[config.mk]
export PLATFORM = sky130hd
export DESIGN_NAME = qdr_wb_ctrl
export DESIGN_NICKNAME = d
export VERILOG_FILES = /design/src/rtl/qdr_wb_ctrl_pkg.sv /design/src/rtl/qdr_wb_ch_fsm.sv /design/src/rtl/qdr_wb_ctrl.sv
export SDC_FILE = /design/constraint.sdc
export NUM_CORES = 1
export LEC_CHECK = 0
export BUFFER_PORTS_ARGS = -buffer_cell sky130_fd_sc_hd__buf_4
export CAP_MARGIN = 10
export CORE_MARGIN = 2
export CORE_UTILIZATION = 53
export CTS_CLUSTER_DIAMETER = 150
export DETAILED_ROUTE_END_ITERATION = 10
export PLACE_DENSITY = 0.71
export REMOVE_ABC_BUFFERS = 1
export SYNTH_ARGS = -nofsm -noshare
export SYNTH_HDL_FRONTEND = slang
export SYNTH_HIERARCHICAL = 1
export SYNTH_SLANG_ARGS = --single-unit
[constraint.sdc]
create_clock -name wb_clk_i -period 5.65 [get_ports wb_clk_i]
set_input_delay 0.2825 -clock wb_clk_i [delete_from_list [all_inputs] [get_ports wb_clk_i]]
set_output_delay 0.2825 -clock wb_clk_i [all_outputs]
set_load 0.005 [all_outputs]
[src/rtl/qdr_wb_ctrl_pkg.sv]
// qdr_wb_ctrl shared definitions: register map, channel
// states and STATUS/CTRL bit positions.
package qdr_wb_ctrl_pkg;

  typedef enum logic [1:0] {
    ST_WAIT  = 2'd0,
    ST_READY = 2'd1,
    ST_FAIL  = 2'd2,
    ST_RESET = 2'd3
  } ch_state_e;

  localparam logic [2:0] REG_STATUS = 3'd0;
  localparam logic [2:0] REG_CTRL   = 3'd1;
  localparam logic [2:0] REG_FREQ   = 3'd2;
  localparam logic [2:0] REG_RSTCNT = 3'd3;
  localparam logic [2:0] REG_TOCFG  = 3'd4;

  localparam int STS_PHY  = 0;
  localparam int STS_CAL  = 4;
  localparam int STS_ST   = 8;
  localparam int STS_TO   = 12;
  localparam int STS_LOST = 13;
  localparam int STS_EXH  = 14;

  localparam int CTRL_RST = 0;
  localparam int CTRL_CLR = 1;

  function automatic logic [15:0] mk_status(
    input logic      phy,
    input logic      cal,
    input ch_state_e st,
    input logic      to,
    input logic      lost,
    input logic      exh
  );
    logic [15:0] s;
    s = '0;
    s[STS_PHY]     = phy;
    s[STS_CAL]     = cal;
    s[STS_ST +: 2] = st;
    s[STS_TO]      = to;
    s[STS_LOST]    = lost;
    s[STS_EXH]     = exh;
    return s;
  endfunction

endpackage

[src/rtl/qdr_wb_ch_fsm.sv]
// Per-channel QDR supervisor: input synchroniser, reset
// stretcher, calibration timeout, auto-retry and stickies.
module qdr_wb_ch_fsm
  import qdr_wb_ctrl_pkg::*;
#(
  parameter int RST_CYCLES = 32,
  parameter int TO_SHIFT   = 8,
  parameter int AUTO_RETRY = 2
) (
  input  logic        i_clk,
  input  logic        i_rst_n,
  input  logic        i_phy_ready,
  input  logic        i_cal_fail,
  input  logic        i_sw_rst,
  input  logic        i_clr,
  input  logic [15:0] i_to_cfg,
  output logic        o_qdr_reset,
  output logic [15:0] o_status,
  output logic [15:0] o_rst_count
);

  localparam int TW = 16 + TO_SHIFT;
  localparam int CW =
    (RST_CYCLES > 1) ? $clog2(RST_CYCLES) : 1;
  localparam logic [CW-1:0] CNT_LOAD =
    CW'(RST_CYCLES - 1);
  localparam logic [3:0] RETRY_MAX = 4'(AUTO_RETRY);

  logic [1:0]    r_rdy_sync;
  logic [1:0]    r_fail_sync;
  ch_state_e     r_state;
  logic [CW-1:0] r_cnt;
  logic [TW-1:0] r_timer;
  logic [3:0]    r_retry;
  logic          r_st_to;
  logic          r_st_lost;
  logic          r_st_exh;
  logic [15:0]   r_rst_cnt;
  logic          r_qrst;

  logic          w_rdy;
  logic          w_fail;
  logic [TW:0]   w_tinc;
  logic [TW:0]   w_limit;
  ch_state_e     w_nstate;
  logic [CW-1:0] w_cnt_nx;
  logic [TW-1:0] w_timer_nx;
  logic [3:0]    w_retry_nx;
  logic          w_set_to;
  logic          w_set_lost;
  logic          w_set_exh;
  logic          w_enter;

  assign w_rdy   = r_rdy_sync[1];
  assign w_fail  = r_fail_sync[1];
  assign w_tinc  = {1'b0, r_timer} + (TW+1)'(1);
  assign w_limit = (TW+1)'(i_to_cfg) << TO_SHIFT;

  always_comb begin
    w_nstate   = r_state;
    w_cnt_nx   = r_cnt;
    w_timer_nx = r_timer;
    w_retry_nx = r_retry;
    w_set_to   = 1'b0;
    w_set_lost = 1'b0;
    w_set_exh  = 1'b0;
    w_enter    = 1'b0;
    if (i_sw_rst) begin
      w_nstate   = ST_RESET;
      w_cnt_nx   = CNT_LOAD;
      w_retry_nx = '0;
      w_enter    = 1'b1;
    end else begin
      unique case (r_state)
        ST_RESET: begin
          if (r_cnt == '0) begin
            w_nstate   = ST_WAIT;
            w_timer_nx = '0;
          end else begin
            w_cnt_nx = r_cnt - CW'(1);
          end
        end
        ST_WAIT: begin
          if (w_rdy) begin
            w_nstate = ST_READY;
          end else if (w_fail) begin
            w_nstate = ST_FAIL;
          end else if (i_to_cfg != '0 &&
                       w_tinc >= w_limit) begin
            w_nstate = ST_FAIL;
            w_set_to = 1'b1;
          end else if (r_timer != '1) begin
            w_timer_nx = w_tinc[TW-1:0];
          end
        end
        ST_READY: begin
          if (!w_rdy) begin
            w_nstate   = ST_WAIT;
            w_set_lost = 1'b1;
            w_timer_nx = '0;
          end
        end
        ST_FAIL: begin
          if (r_retry < RETRY_MAX) begin
            w_nstate   = ST_RESET;
            w_cnt_nx   = CNT_LOAD;
            w_retry_nx = r_retry + 4'd1;
            w_enter    = 1'b1;
          end else begin
            w_set_exh = 1'b1;
          end
        end
        default: w_nstate = ST_WAIT;
      endcase
    end
  end

  always_ff @(posedge i_clk or negedge i_rst_n) begin
    if (!i_rst_n) begin
      r_rdy_sync  <= '0;
      r_fail_sync <= '0;
      r_state     <= ST_WAIT;
      r_cnt       <= '0;
      r_timer     <= '0;
      r_retry     <= '0;
      r_st_to     <= 1'b0;
      r_st_lost   <= 1'b0;
      r_st_exh    <= 1'b0;
      r_rst_cnt   <= '0;
      r_qrst      <= 1'b0;
    end else begin
      r_rdy_sync  <= {r_rdy_sync[0], i_phy_ready};
      r_fail_sync <= {r_fail_sync[0], i_cal_fail};
      r_state     <= w_nstate;
      r_cnt       <= w_cnt_nx;
      r_timer     <= w_timer_nx;
      r_retry     <= w_retry_nx;
      r_qrst      <= (w_nstate == ST_RESET);
      // a set in the same cycle as a clear must survive
      r_st_to     <= w_set_to | (r_st_to & ~i_clr);
      r_st_lost   <= w_set_lost | (r_st_lost & ~i_clr);
      r_st_exh    <= w_set_exh | (r_st_exh & ~i_clr);
      if (w_enter && r_rst_cnt != 16'hFFFF)
        r_rst_cnt <= r_rst_cnt + 16'd1;
    end
  end

  assign o_qdr_reset = r_qrst;
  assign o_rst_count = r_rst_cnt;
  assign o_status    = mk_status(w_rdy, w_fail, r_state,
                                 r_st_to, r_st_lost,
                                 r_st_exh);

endmodule

[src/rtl/qdr_wb_ctrl.sv]
// Multi-channel QDR control/status Wishbone slave: bus
// decode, TIMEOUT_CFG registers and read mux.
module qdr_wb_ctrl
  import qdr_wb_ctrl_pkg::*;
#(
  parameter int          NUM_CH     = 2,
  parameter int          CLK_FREQ   = 0,
  parameter int          RST_CYCLES = 32,
  parameter int          TO_SHIFT   = 8,
  parameter logic [15:0] TO_DEFAULT = 16'd1024,
  parameter int          AUTO_RETRY = 2
) (
  input  logic              wb_clk_i,
  input  logic              wb_rst_n_i,
  input  logic              wb_we_i,
  input  logic              wb_cyc_i,
  input  logic              wb_stb_i,
  input  logic [1:0]        wb_sel_i,
  input  logic [31:0]       wb_adr_i,
  input  logic [15:0]       wb_dat_i,
  output logic [15:0]       wb_dat_o,
  output logic              wb_ack_o,
  input  logic [NUM_CH-1:0] phy_ready,
  input  logic [NUM_CH-1:0] cal_fail,
  output logic [NUM_CH-1:0] qdr_reset
);

  localparam logic [15:0] FREQ_VAL = 16'(CLK_FREQ);

  logic              r_ack;
  logic [15:0]       r_dat;
  logic [15:0]       r_to_cfg [NUM_CH];

  logic [2:0]        w_ch;
  logic [2:0]        w_reg;
  logic              w_acc;
  logic              w_wr;
  logic              w_wr_ctrl;
  logic [15:0]       w_rdata;
  logic [15:0]       w_status [NUM_CH];
  logic [15:0]       w_rst_cnt [NUM_CH];
  logic [NUM_CH-1:0] w_sw_rst;
  logic [NUM_CH-1:0] w_clr;
  logic              w_unused;

  assign w_ch      = wb_adr_i[6:4];
  assign w_reg     = wb_adr_i[3:1];
  assign w_acc     = wb_cyc_i & wb_stb_i & ~r_ack;
  assign w_wr      = w_acc & wb_we_i;
  assign w_wr_ctrl = w_wr & wb_sel_i[0] &
                     (w_reg == REG_CTRL);
  assign w_unused  = ^{wb_adr_i[31:7], wb_adr_i[0]};

  for (genvar g = 0; g < NUM_CH; g++) begin : g_ch
    assign w_sw_rst[g] = w_wr_ctrl &
                         (w_ch == 3'(g)) &
                         wb_dat_i[CTRL_RST];
    assign w_clr[g]    = w_wr_ctrl &
                         (w_ch == 3'(g)) &
                         wb_dat_i[CTRL_CLR];

    qdr_wb_ch_fsm #(
      .RST_CYCLES (RST_CYCLES),
      .TO_SHIFT   (TO_SHIFT),
      .AUTO_RETRY (AUTO_RETRY)
    ) u_ch (
      .i_clk       (wb_clk_i),
      .i_rst_n     (wb_rst_n_i),
      .i_phy_ready (phy_ready[g]),
      .i_cal_fail  (cal_fail[g]),
      .i_sw_rst    (w_sw_rst[g]),
      .i_clr       (w_clr[g]),
      .i_to_cfg    (r_to_cfg[g]),
      .o_qdr_reset (qdr_reset[g]),
      .o_status    (w_status[g]),
      .o_rst_count (w_rst_cnt[g])
    );
  end

  // out-of-range channels match no entry, so they read 0
  always_comb begin
    w_rdata = '0;
    for (int i = 0; i < NUM_CH; i++) begin
      if (w_ch == 3'(i)) begin
        unique case (w_reg)
          REG_STATUS: w_rdata = w_status[i];
          REG_FREQ:   w_rdata = FREQ_VAL;
          REG_RSTCNT: w_rdata = w_rst_cnt[i];
          REG_TOCFG:  w_rdata = r_to_cfg[i];
          default:    w_rdata = '0;
        endcase
      end
    end
  end

  always_ff @(posedge wb_clk_i or negedge wb_rst_n_i) begin
    if (!wb_rst_n_i) begin
      for (int i = 0; i < NUM_CH; i++)
        r_to_cfg[i] <= TO_DEFAULT;
    end else begin
      for (int i = 0; i < NUM_CH; i++) begin
        if (w_wr && w_ch == 3'(i) &&
            w_reg == REG_TOCFG) begin
          if (wb_sel_i[0])
            r_to_cfg[i][7:0] <= wb_dat_i[7:0];
          if (wb_sel_i[1])
            r_to_cfg[i][15:8] <= wb_dat_i[15:8];
        end
      end
    end
  end

  always_ff @(posedge wb_clk_i or negedge wb_rst_n_i) begin
    if (!wb_rst_n_i) begin
      r_ack <= 1'b0;
      r_dat <= '0;
    end else begin
      r_ack <= w_acc;
      if (w_acc)
        r_dat <= w_rdata;
    end
  end

  assign wb_ack_o = r_ack;
  assign wb_dat_o = r_dat;

endmodule

==> results.yml, run 1 <==
clock_tree:
  htreeDepth: 4
  cts.sinks: 167
  post_cts_buffers: 0
  cts_tree: "built"
  numCtsBuffers: 17
  cts-resized-gates: 0
  insertion_delay_ns: 0.44
  clkSlewWorstSetupHoldPaths_ns: 0.07
  cts-root-buf: "clkbuf_16"
  clock_path_buffers: 2
  cts_hold_buf: 5
setup_path:
  critPathRequiredTime_ns: 5.97
  rr_endpoint: "g_ch[0].u_ch/r_timer[8]"
  cp-end-kind: "flip-flop"
  cp_common_cell: "nand4_1"
  cp.arrival_ns: 5.17
  critPathLaunchType: "flip-flop"
  crit_slowest_cell: "nor2b_1"
  critical_path.max_fanout: 17
  crit_start: "g_ch[0].u_ch/r_timer[3]"
  path_cells: "and3_1 > nand4_1 > nor2b_1 > nand3_1 > nor2_1 > xor2_1 > ha_1 > nand4_1 > or4_1 > or3_4 > o31ai_4 > o21ai_4 > o21a_4 > mux2_4"
  reg2reg_depth: 14
  max_stage_delay_ns: 0.64
  r2r-start: "g_ch[0].u_ch/r_timer[3]"
  ff2ff_setup_slack_ns: 0.80
  setup.worst_path.class: "reg -> reg"
finish:
  areaGrowthSynthToFinish_pct: 8.95
  layout.cells.non_filler: 1321
  layout-drive-gt1-share_pct: 17.8
  antenna_cells: 0
  final_common_cell: "dfrtp_1"
  final_cell_mix: "165 x dfrtp_1, 61 x inv_1, 59 x nand2_1, 55 x buf_4, 51 x mux2_2"
  nets: 1145
  finish.utilization_pct: 58.6
timing:
  finalSetupViolCount: 0
  hold_viol_final: 0
  skew_ns: 0.0110
  relSlewSlack_pct: 19.5
  rsz0062_at_grt: "false"
  slew_viol_final: 0
  fin_tns_setup_ns: 0
  fin_crit_ns: 4.85
  fmax_mhz: 206
  timing.final.crit_share_pct: 85.8
  setup_slack_ns: 0.804
  holdWs_ns: 0.0871
  tightest_slew_ns: 1.21
die:
  die-height_um: 144
  initial_core_util_pct: 53.8
  io_pins: 78
  core.rowCount: 51
  die_w_um: 144
  die_area_um2: 20800
  core_area_um2: 19400
logic_synthesis:
  ys_seq_elements: 167
  synth-edff-count: 0
  postSynth.asyncResetShare_pct: 100
  yosysWarnings: 6
  syn_inst: 1029
  synthesis.area_um2: 10400
  synth_ff_type: "dfrtp_1"
  ys_types: 86
  seq_area_frac_synth_pct: 40.1
  avgSynthCellArea_um2: 10.1
worst_hold_path:
  hold_end: "r_to_cfg[9]"
  hp-start: "wb_dat_i[9]"
  min_path_cells: 2
  hold_path_class: "in -> reg"
outcome:
  status: "finished clean"
drt:
  antenna_left: 0
  drt-total-wl_um: 25400
  drt_iter0_markers: 647
  dr_total_vias: 7940
  dr.pass1.iters: 5
  avgRoutedWirePerCell_um: 19.2
  drc: 0
  viasPerCell: 6.01
global_route:
  grt_pass1_vias: 7638
  antenna_found_initial: 0
  grt_max_degree: 74
  grtUsageTotal_pct: 25.7
  grt_pass1_wl_um: 41400
  gr-total-overflow: 0
power:
  p_per_area_nw_per_um2: 303
  p_leak_uw: 0.00533
  ir_drop_v: 0.000241
place:
  globalplace.congestion: 0.872
  io_buffers: 51
  numPlacedInstances: 1285
  hpwlAfterDp_um: 17900
  pre_cts_ws_ns: 0.869
flow_run:
  maxCapViolCount: 0
==> critical path, delay by kind of cell, from the launching register on <==
kind / cells / cell delay, ns
flops: 1 / 0.48
simple gates: 8 / 2.64
xor+xnor: 1 / 0.12
fa+ha+maj: 1 / 0.31
compound gates: 3 / 0.85
mux: 1 / 0.33
==> report_power, final <==
part	switching, µW	leakage, µW	internal, µW
sequential	133	0.00218	1290
combinational	522	0.00286	342
clock	562	0.000285	591
total	1220	0.00533	2230
==> flip-flops by register name (all words and copies together) (netlist names) <==
register and cells:
r_to_cfg 32, wb_dat_o 16, g_ch.u_ch/r_rdy_sync 4, g_ch.u_ch/r_retry 8, g_ch.u_ch/o_rst_count 32, g_ch.u_ch/r_timer 48
g_ch.u_ch/r_st_to 2, g_ch.u_ch/r_fail_sync 4, g_ch.u_ch/r_cnt 10, g_ch.u_ch/r_st_lost 2, g_ch.u_ch/r_state 4, wb_ack_o 1
g_ch.u_ch/o_qdr_reset 2, g_ch.u_ch/r_st_exh 2
==> metal layers <==
metal,vias up,track usage (%),part of all wire (%)
li1,3773,-,-
met1,3955,39.3,49
met2,176,37.7,45
met3,36,3.61,3.8
met4,0,8.28,1.9
met5,-,0,0
==> kinds of logic (layout without fill, tap and decap cells) <==
group	Yosys count	in the layout	synth area share, %
simple gates	323	323	17.8
compound gates	211	211	16.7
flops	167	167	40.1
buf+inv	143	154	7.06
mux	71	71	7.48
xor+xnor	70	70	5.87
fa+ha+maj	42	42	5.03
other cells	2	18	0.0719
==> area by class of cell <==
cell class	count	area, µm²
Sequential cell	167	4180
Tap cell	265	332
Clock buffer	17	425
Fill cell	1686	8020
Clock inverter	14	148
Timing Repair Buffer	61	474
Inverter	62	233
Multi-Input combinational cell	735	5580
==> cell usage after synthesis, types with 4 or more instances <==
cell type / instances / area share [%]
buf_6: 7 / 0.76
dfrtp_1: 165 / 40
nor4_1: 13 / 0.78
nand3_1: 29 / 1.4
a21oi_1: 31 / 1.5
or3_1: 6 / 0.36
nor3_1: 24 / 1.2
o21a_1: 5 / 0.36
a31oi_1: 12 / 0.72
nor2_1: 43 / 1.5
mux2_2: 51 / 5.5
and4_1: 22 / 1.8
o211ai_1: 10 / 0.72
xor2_1: 26 / 2.2
or4_1: 6 / 0.43
o21ai_2: 8 / 0.67
o2bb2ai_1: 18 / 1.5
o21ai_0: 13 / 0.62
nor2b_1: 8 / 0.48
nand4_2: 4 / 0.48
nand2b_1: 23 / 1.4
a211oi_1: 6 / 0.43
and2_1: 8 / 0.48
nand4_1: 26 / 1.6
mux2i_1: 18 / 1.7
xnor2_1: 44 / 3.7
clkbuf_1: 26 / 0.93
a21o_1: 14 / 1.0
and3_1: 24 / 1.4
buf_2: 14 / 0.67
a221o_1: 17 / 1.6
o31ai_1: 4 / 0.29
inv_1: 61 / 2.2
a22o_1: 9 / 0.76
buf_4: 30 / 2.2
a32o_1: 23 / 2.2
a211o_1: 4 / 0.34
ha_1: 42 / 5.0
nand2_1: 59 / 2.1
or2_2: 11 / 0.66
==> worst max path at each step <==
stage / to / slack, ns / cells past startpoint
finish: g_ch[0].u_ch/r_timer[8] / 0.80 / 14
global route: g_ch[0].u_ch/r_timer[8] / 0.59 / 14
detailed placement: g_ch[0].u_ch/r_timer[8] / 0.87 / 14
CTS: g_ch[0].u_ch/r_timer[8] / 0.82 / 14
global placement: g_ch[0].u_ch/r_timer[8] / 1.03 / 14
floorplan: g_ch[0].u_ch/r_timer[8] / 1.67 / 14
==> stage by stage <==
| step | cell area, µm² | total power [µW] |
|---|---|---|
| 2_1_floorplan | 10000 | 1990 |
| 3_3_place_gp | 10800 | 2280 |
| 3_5_place_dp | 10800 | 2300 |
| 4_1_cts | 11400 | 3460 |
| 5_1_grt | 11400 | 3620 |
| 6_report | 11400 | 3440 |
No activity file was read; power rests on OpenSTA's default activity.
==> inputs of run 2 (changes only) <==
--- a/config.mk
+++ b/config.mk
@@ -12,6 +12,7 @@
 export CTS_CLUSTER_DIAMETER = 150
 export DETAILED_ROUTE_END_ITERATION = 10
 export PLACE_DENSITY = 0.71
+export RECOVER_POWER = 50
 export REMOVE_ABC_BUFFERS = 1
 export SYNTH_ARGS = -nofsm -noshare
 export SYNTH_HDL_FRONTEND = slang
==> results.yml, run 2 (synthesis results as in run 1) <==
outcome:
  status: "complete, but fails checks"
  violations: "max-capacitance violations, max-slew violations"
setup_path:
  critPathLaunchType: "flip-flop"
  critPathRequiredTime_ns: 5.97
  reg2reg_depth: 14
  setup.worst_path.class: "reg -> reg"
  cp.arrival_ns: 5.18
  critical_path.max_fanout: 17
  ff2ff_setup_slack_ns: 0.79
  rr_endpoint: "g_ch[0].u_ch/r_timer[8]"
  cp-end-kind: "flip-flop"
  r2r-start: "g_ch[0].u_ch/r_timer[4]"
finish:
  final_cell_mix: "165 x dfrtp_1, 61 x inv_1, 59 x nand2_1, 51 x mux2_2, 44 x xnor2_1"
  nets: 1145
  largest_reg_flops: 48
  layout-drive-gt1-share_pct: 17.3
  layout.cells.non_filler: 1321
  areaGrowthSynthToFinish_pct: 8.69
  num-fill-cells: 1694
  top_register: "g_ch.u_ch/r_timer"
  final_common_cell: "dfrtp_1"
  antenna_cells: 0
timing:
  relSlewSlack_pct: -38.2
  rsz0062_at_grt: "false"
  finalSetupViolCount: 0
  slew_viol_final: 172
  hold_viol_final: 0
  holdWs_ns: 0.0875
  fmax_mhz: 206
  tightest_slew_ns: 2.07
  timing.final.crit_share_pct: 86.0
  skew_ns: 0.0104
  fin_crit_ns: 4.86
  fin_tns_setup_ns: 0
clock_tree:
  cts_hold_buf: 5
  cts-root-buf: "clkbuf_16"
  cts-resized-gates: 0
  post_cts_buffers: 0
  cts.sinks: 167
  cts_tree: "built"
  numCtsBuffers: 17
  htreeDepth: 4
  clkSlewWorstSetupHoldPaths_ns: 0.07
  clock_path_buffers: 2
  insertion_delay_ns: 0.44
place:
  hpwlAfterDp_um: 17900
  globalplace.congestion: 0.872
  io_buffers: 51
  numPlacedInstances: 1285
power:
  p_per_area_nw_per_um2: 302
  p_leak_uw: 0.00530
  ir_drop_v: 0.000241
global_route:
  grt_pass1_wl_um: 41400
  globalRouteMet2Util_pct: 37.7
  met1_usage_pct: 39.3
  grtUsageTotal_pct: 25.7
  antenna_found_initial: 0
  grt_pass1_vias: 7638
  gr-total-overflow: 0
  grt.busiest_layer: "met1"
  grt_max_degree: 74
  use_met3_pct: 3.61
drt:
  viasPerCell: 6.00
  avgRoutedWirePerCell_um: 19.2
  drc: 0
  drt_iter0_markers: 544
  dr_total_vias: 7930
  drt-total-wl_um: 25400
  antenna_left: 0
  dr.pass1.iters: 5
die:
  die_w_um: 144
  io_pins: 78
  die-height_um: 144
  core_area_um2: 19400
  core.rowCount: 51
  initial_core_util_pct: 53.8
  die_area_um2: 20800
worst_hold_path:
  hold_end: "r_to_cfg[9]"
  hold_path_class: "in -> reg"
  min_path_cells: 2
  hp-start: "wb_dat_i[9]"
flow_run:
  maxCapViolCount: 3
run 2: cell count changes in the layout (fill, tap and decap cells not counted), sizes merged:
cell / change
buf: -27
clkbuf: +27
run 2: through the flow:
stage	cell area (µm²)	power (µW)	setup WS, ns	util, %
4_1_cts	11400	3460	0.820	58.6
6_report	11300	3430	0.791	58.5
5_1_grt	11300	3610	0.586	58.5
3_3_place_gp	10800	2280	1.03	55.4
3_5_place_dp	10800	2300	0.869	55.4
2_1_floorplan	10000	1990	1.67	-
run 2: worst max-delay path by stage:
| stage | slack, ns | from | endpoint |
|---|---|---|---|
| floorplan | 1.67 | g_ch[0].u_ch/r_timer[4] | g_ch[0].u_ch/r_timer[8] |
| CTS | 0.82 | g_ch[0].u_ch/r_timer[4] | g_ch[0].u_ch/r_timer[8] |
| global placement | 1.03 | g_ch[0].u_ch/r_timer[4] | g_ch[0].u_ch/r_timer[8] |
| detailed placement | 0.87 | g_ch[0].u_ch/r_timer[4] | g_ch[0].u_ch/r_timer[8] |
| global route | 0.59 | g_ch[0].u_ch/r_timer[4] | g_ch[0].u_ch/r_timer[8] |
| finish | 0.79 | g_ch[0].u_ch/r_timer[4] | g_ch[0].u_ch/r_timer[8] |
run 2: area by class of cell:
| cell class | instances | area, µm² | share of cell area [%] |
|---|---|---|---|
| Multi-Input combinational cell | 735 | 5580 | 49.2 |
| Sequential cell | 167 | 4180 | 36.9 |
| Timing Repair Buffer | 61 | 447 | 3.94 |
| Clock buffer | 17 | 425 | 3.75 |
| Tap cell | 265 | 332 | 2.92 |
| Inverter | 62 | 233 | 2.05 |
| Clock inverter | 14 | 148 | 1.30 |
run 2: metal layers:
metal  up-vias  share of wire, %
met5         -                 0
met2       186                45
met4         0               1.9
li1       3773                 -
met1      3935                49
met3        36               4.0
run 2: power breakdown:
part | switching [µW] | leakage (µW) | internal [µW]
registers | 133 | 0.00218 | 1290
clock network | 560 | 0.000285 | 591
logic | 519 | 0.00284 | 336
total | 1210 | 0.00530 | 2220
run 2: worst max-delay path, stage by stage (launching register included):
cell     delay, ns
dfrtp_1       0.48
and3_1        0.35
nand4_1       0.25
nor2b_1       0.64
nand3_1       0.16
nor2_1        0.20
xor2_1        0.12
ha_1          0.31
nand4_1       0.14
or4_1         0.55
or3_4         0.36
o31ai_4       0.28
o21ai_4       0.21
o21a_4        0.36
mux2_4        0.33
